==> src/rtl/lsu_ctrl.sv <==
// Load/store sequencer: accepts RV32I load/store requests, drives a ready-handshaked
// data memory with lane-aligned enables/data, extends load data and flags faults.
module lsu_ctrl #(
    parameter int TIMEOUT = 16
) (
    input  logic        clk,
    input  logic        rst_n,
    input  logic        req_valid,
    input  logic        req_we,
    input  logic [2:0]  req_funct3,
    input  logic [31:0] req_addr,
    input  logic [31:0] req_wdata,
    output logic        stall,
    output logic        done,
    output logic        err,
    output logic [31:0] rdata,
    output logic        mem_req,
    output logic        mem_we,
    output logic [31:0] mem_addr,
    output logic [3:0]  mem_be,
    output logic [31:0] mem_wdata,
    input  logic        mem_ready,
    input  logic [31:0] mem_rdata
);

    localparam int CW = (TIMEOUT > 2) ? $clog2(TIMEOUT) : 1;
    localparam bit TO_EN = (TIMEOUT != 0);
    localparam logic [CW-1:0] TO_LAST = CW'((TIMEOUT > 0) ? (TIMEOUT - 1) : 0);

    typedef enum logic [1:0] {
        ST_IDLE = 2'd0,
        ST_REQ  = 2'd1,
        ST_DONE = 2'd2
    } state_t;

    function automatic logic misaligned_f(input logic [2:0] f3, input logic [1:0] off);
        case (f3[1:0])
            2'b01:   return off[0];
            2'b10:   return (off != 2'b00);
            default: return 1'b0;
        endcase
    endfunction

    function automatic logic illegal_f(input logic we, input logic [2:0] f3);
        if (we) begin
            return (f3 >= 3'b011);
        end else begin
            return (f3 == 3'b011) || (f3 == 3'b110) || (f3 == 3'b111);
        end
    endfunction

    function automatic logic [3:0] be_f(input logic we, input logic [2:0] f3, input logic [1:0] off);
        if (!we) begin
            return 4'b1111;
        end else begin
            case (f3)
                3'b000:  return 4'b0001 << off;
                3'b001:  return 4'b0011 << off;
                default: return 4'b1111;
            endcase
        end
    endfunction

    function automatic logic [31:0] wdata_f(input logic we, input logic [2:0] f3, input logic [31:0] wd);
        if (!we) begin
            return 32'h0000_0000;
        end else begin
            case (f3)
                3'b000:  return {4{wd[7:0]}};
                3'b001:  return {2{wd[15:0]}};
                default: return wd;
            endcase
        end
    endfunction

    function automatic logic [31:0] extract_f(input logic [2:0] f3, input logic [1:0] off,
                                              input logic [31:0] word);
        logic [31:0] w;
        w = word >> {off, 3'b000};
        case (f3)
            3'b000:  return {{24{w[7]}}, w[7:0]};
            3'b100:  return {24'h00_0000, w[7:0]};
            3'b001:  return {{16{w[15]}}, w[15:0]};
            3'b101:  return {16'h0000, w[15:0]};
            default: return w;
        endcase
    endfunction

    state_t        state_r, state_s;
    logic [CW-1:0] cnt_r, cnt_s;
    logic [2:0]    f3_r, f3_s;
    logic [1:0]    off_r, off_s;
    logic          done_r, done_s;
    logic          err_r, err_s;
    logic [31:0]   rdata_r, rdata_s;
    logic          mem_req_r, mem_req_s;
    logic          mem_we_r, mem_we_s;
    logic [31:0]   mem_addr_r, mem_addr_s;
    logic [3:0]    mem_be_r, mem_be_s;
    logic [31:0]   mem_wdata_r, mem_wdata_s;
    logic          bad_s;
    logic          in_req_s;
    logic          accept_s;

    // Next-state and next-register computation for the sequencer
    always_comb begin
        state_s  = state_r;
        cnt_s    = cnt_r;
        f3_s     = f3_r;
        off_s    = off_r;
        rdata_s  = rdata_r;
        err_s    = 1'b0;
        bad_s    = illegal_f(req_we, req_funct3) || misaligned_f(req_funct3, req_addr[1:0]);
        case (state_r)
            ST_IDLE: begin
                if (req_valid) begin
                    if (bad_s) begin
                        state_s = ST_DONE;
                        err_s   = 1'b1;
                    end else begin
                        state_s = ST_REQ;
                        cnt_s   = '0;
                        f3_s    = req_funct3;
                        off_s   = req_addr[1:0];
                    end
                end else begin
                    state_s = ST_IDLE;
                end
            end
            ST_REQ: begin
                // A ready in the final counted cycle still completes normally
                if (mem_ready) begin
                    state_s = ST_DONE;
                    if (!mem_we_r) begin
                        rdata_s = extract_f(f3_r, off_r, mem_rdata);
                    end else begin
                        rdata_s = rdata_r;
                    end
                end else if (TO_EN && (cnt_r == TO_LAST)) begin
                    state_s = ST_DONE;
                    err_s   = 1'b1;
                end else begin
                    cnt_s = cnt_r + CW'(1);
                end
            end
            ST_DONE: begin
                state_s = ST_IDLE;
            end
            default: begin
                state_s = ST_IDLE;
            end
        endcase

        done_s   = (state_s == ST_DONE);
        in_req_s = (state_s == ST_REQ);
        accept_s = (state_r == ST_IDLE);
        mem_req_s   = in_req_s;
        mem_we_s    = in_req_s ? (accept_s ? req_we : mem_we_r) : 1'b0;
        mem_addr_s  = in_req_s ? (accept_s ? {req_addr[31:2], 2'b00} : mem_addr_r) : 32'h0000_0000;
        mem_be_s    = in_req_s ? (accept_s ? be_f(req_we, req_funct3, req_addr[1:0]) : mem_be_r)
                               : 4'b0000;
        mem_wdata_s = in_req_s ? (accept_s ? wdata_f(req_we, req_funct3, req_wdata) : mem_wdata_r)
                               : 32'h0000_0000;
    end

    // State and output registers
    always_ff @(posedge clk or negedge rst_n) begin
        if (!rst_n) begin
            state_r     <= ST_IDLE;
            cnt_r       <= '0;
            f3_r        <= 3'b000;
            off_r       <= 2'b00;
            done_r      <= 1'b0;
            err_r       <= 1'b0;
            rdata_r     <= 32'h0000_0000;
            mem_req_r   <= 1'b0;
            mem_we_r    <= 1'b0;
            mem_addr_r  <= 32'h0000_0000;
            mem_be_r    <= 4'b0000;
            mem_wdata_r <= 32'h0000_0000;
        end else begin
            state_r     <= state_s;
            cnt_r       <= cnt_s;
            f3_r        <= f3_s;
            off_r       <= off_s;
            done_r      <= done_s;
            err_r       <= err_s;
            rdata_r     <= rdata_s;
            mem_req_r   <= mem_req_s;
            mem_we_r    <= mem_we_s;
            mem_addr_r  <= mem_addr_s;
            mem_be_r    <= mem_be_s;
            mem_wdata_r <= mem_wdata_s;
        end
    end

    assign stall     = req_valid & ~done_r;
    assign done      = done_r;
    assign err       = err_r;
    assign rdata     = rdata_r;
    assign mem_req   = mem_req_r;
    assign mem_we    = mem_we_r;
    assign mem_addr  = mem_addr_r;
    assign mem_be    = mem_be_r;
    assign mem_wdata = mem_wdata_r;

endmodule

==> config.mk <==
export PLATFORM = sky130hd
export DESIGN_NAME = lsu_ctrl
export DESIGN_NICKNAME = d
export VERILOG_FILES = /design/src/rtl/lsu_ctrl.sv
export SDC_FILE = /design/constraint.sdc
export NUM_CORES = 1
export LEC_CHECK = 0
export ABC_AREA = 0
export CAP_MARGIN = 5
export CORE_MARGIN = 2
export CORE_UTILIZATION = 48
export DETAILED_ROUTE_END_ITERATION = 6
export PLACE_DENSITY = 0.9
export SLEW_MARGIN = 10
export SYNTH_ARGS = -nofsm -noshare
export SYNTH_HDL_FRONTEND = slang
export SYNTH_SLANG_ARGS = --single-unit
==> constraint.sdc <==
create_clock -name clk -period 4.34 [get_ports clk]
set_input_delay 0.651 -clock clk [delete_from_list [all_inputs] [get_ports clk]]
set_output_delay 0.651 -clock clk [all_outputs]
set_load 0.02 [all_outputs]
==> qor.yml <==
status:
  status: "completed"
worst_setup_path:
  cp-startpoint: "req_funct3[0]"
  r2r_slack_ns: 2.01
  worst_setup_path_start_kind: "input pin"
  critical_path_peak_fanout: 17
  r2r-end: "mem_wdata[2]"
  path_class: "input pin to flip-flop"
  worstSetupEndpoint: "mem_wdata[2]"
  crit_slowest_cell: "and3_1"
  path_delay_family: "buffers and inverters"
  cp-end-kind: "flip-flop"
  cp_data_required_time_ns: 4.78
  cp_cell_sequence: "clkdlybuf4s50_1, inv_1, ha_1, a211oi_1, o21a_1, and3_1, buf_4, a22o_1"
  cpPeakStageDelay_ns: 0.60
  critPathArrivalTime_ns: 3.21
  worst-path-stages: 8
  r2r_cells: 6
  timing.rr.start: "state_r[0]"
  cp.buffers_inverters: 3
clocking:
  cts.htree.levels: 4
  clock_latency_ns: 0.51
  cts_inserted_buffers: 17
  postCtsSetupBuffers: 0
  cts_tree: "done"
  post_cts_resized: 0
  hold_buffers: 0
  clockRootBuffer: "clkbuf_8"
  clk_pin_slew_worst_paths_ns: 0.06
  cts_sinks: 113
  cts_buffer_depth: 2
drt:
  drtIter0Drc: 430
  wirelength_mm: 16.79
  via_per_inst: 5.788
  ant_nets: 0
  vias: 5012
  dr.pass1.iters: 6
  drc_errors: 0
  wl_per_cell_um: 19.38
sta:
  finClkSkew_ns: 0.006587
  max_freq_mhz: 360.5
  setup-violations-final: 0
  tns_ns: 0
  final_max_slew_viol_count: 0
  rsz0062_at_grt: "false"
  relSlewSlack_pct: 25.80
  fin_crit_sh_pct: 63.91
  hold_viol_final: 0
  tightest_slew_ns: 1.105
  min_period_ns: 2.774
hold_path:
  min_path_type: "input pin to asynchronous set/reset pin"
place:
  hpwl_mm: 11.87
  io_buffers: 206
  place_inst: 834
  place_congestion: 0.8853
synth:
  yosysMostFrequentCell: "dfrtp_1"
  ys_ff_latch: 113
  async_reset_ff_share_pct: 100.0
  synth-main-ff-cell: "dfrtp_1"
  yosys.area.top_type: "dfrtp_1"
  synth_edf_count: 0
  yosys_warnings: 0
  yosysUniqueCellTypes: 45
  synth_cells: 518
  yosys-top-cells-count: "113 x dfrtp_1, 80 x nand2_1, 48 x a21oi_1"
  yosys-top-cells-area: "dfrtp_1 53%, nand2_1 5.6%, a21oi_1 4.5%"
  yosys.area.top_type_share_pct: 52.77
  ys_seq_area_share_pct: 52.77
  synthesis.area_um2: 5359
  syn_area_per_cell_um2: 10.35
pwr:
  p_int_uw: 2941
  p_leak_uw: 0.003551
  p_sw_share_pct: 33.89
  power_density_nw_per_um2: 550.7
  clkPwrFrac_pct: 32.5
  p_switching_uw: 1507
  vdd_ir_drop_max_mv: 0.3771
  combPwrFrac_pct: 34.4
  p_seq_share_pct: 33.1
cells_and_area:
  layout.cells.non_filler: 866
  final_layout_size_suffix_gt1_share_pct: 9.917
  nNetsFinal: 822
  area_growth_pct: 50.74
  fill_cells: 751
  multiInputGateArea_um2: 2305
  diodes: 0
  seq_area_um2: 2828
floorplanning:
  ios: 209
  dieArea_um2: 12030
  die_x_um: 109.7
  rows: 38
  core_area_um2: 10890
  die_y_um: 109.7
  initial_core_util_pct: 49.22
job:
  drv_cap: 0
global_route:
  grt_pass1_vias: 5007
  antenna_found_initial: 0
  grt_overflow: 0
  grt_usage_pct: 28.92
  grt_first_pass_wirelength_mm: 26.23
  grt_max_degree: 66
power by group through the flow:
stage	Clock [uW]	Combinational, uW	Sequential, uW
2_1_floorplan	0	673	1650
3_3_place_gp	0	1470	1470
3_5_place_dp	0	1510	1480
4_1_cts	1460	1530	1470
5_1_grt	1510	1650	1500
6_report	1450	1530	1470
per-stage QoR:
stage          cell area [um2]  power (uW)  hold WS, ns  setup WS, ns  util, %
6_report                  8078        4448       0.2462         1.566    74.19
5_1_grt                   8078        4663       0.2959         1.472    74.19
4_1_cts                   8078        4456       0.2583         1.641    74.19
3_5_place_dp              7461        2996       0.4699         1.157    68.52
3_3_place_gp              7461        2942       0.4672         1.303    68.52
2_1_floorplan             5363        2322       0.3554         2.108        -
logic make-up (layout without fill, tap and decap cells):
kind of cell | count (synthesis) | after routing | share of synthesized area (%)
buffers and inverters | 46 | 253 | 4.413
adder cells (fa/ha/maj) | 5 | 5 | 1.167
flip-flops | 113 | 113 | 52.77
AO/OA/AOI/OAI | 133 | 133 | 17.46
other | 1 | 2 | 0.06998
AND/OR/NAND/NOR | 177 | 177 | 15.41
XOR/XNOR | 2 | 2 | 0.3269
multiplexers | 41 | 41 | 8.382
registers in the layout, summed over array words and instances (netlist names):
register / flops
cnt_r: 4
rdata: 32
mem_be: 4
state_r: 2
mem_req: 1
f3_r: 3
done: 1
mem_we: 1
mem_wdata: 32
mem_addr: 30
off_r: 2
err: 1
cell usage in the layout, fill, tap and decap left out, types with 3 or more instances in the layout:
master and count:
clkdlybuf4s50_1 205, dfrtp_1 113, nand2_1 80, a21oi_1 48
nor2_1 28, o21ai_0 21, mux2_2 21, nand3_1 19
mux2i_1 19, nand2b_1 17, a221o_1 16, a32o_1 16
a22o_1 16, clkbuf_16 16, buf_4 11, and2_1 9
nor2b_1 6, inv_1 5, ha_1 5, and3_1 4
clkinv_2 4, bufinv_16 4, a211oi_1 3, nand3b_1 3
nor3_1 3, clkinv_4 3, clkinvlp_4 3
final cells by class:
type	instances	share of cell area, %
timing repair buffer	216	26.43
clock inverter	14	2.339
multi-input combinational	360	28.53
tap	140	2.169
inverter	5	0.2323
clock buffer	18	5.297
sequential	113	35.01
worst reg2reg max path: stages, from the launching register on:
cell and delay [ns]:
dfrtp_1 0.44, nor2_2 0.13, buf_4 0.33, o21a_1 0.23, and3_1 0.61, buf_4 0.35, a22o_1 0.18
layer usage:
layer | wire [um] | up-vias | track usage, %
li1 | - | 2235 | -
met1 | 6558 | 2466 | 35.28
met2 | 8322 | 268 | 47.80
met3 | 1437 | 43 | 8.477
met4 | 467 | 0 | 12.39
met5 | 0 | - | 0
worst min-delay path by stage:
| stage | endpoint | slack [ns] | depth (start not counted) |
|---|---|---|---|
| after CTS | rdata[14] | 0.26 | 2 |
| after detailed placement | rdata[4] | 0.47 | 2 |
| after floorplan | cnt_r[0] | 0.36 | 0 |
| final | rdata[14] | 0.25 | 2 |
| after global placement | rdata[5] | 0.47 | 2 |
| after global routing | rdata[11] | 0.30 | 2 |
(Power assumes the default switching activity.)
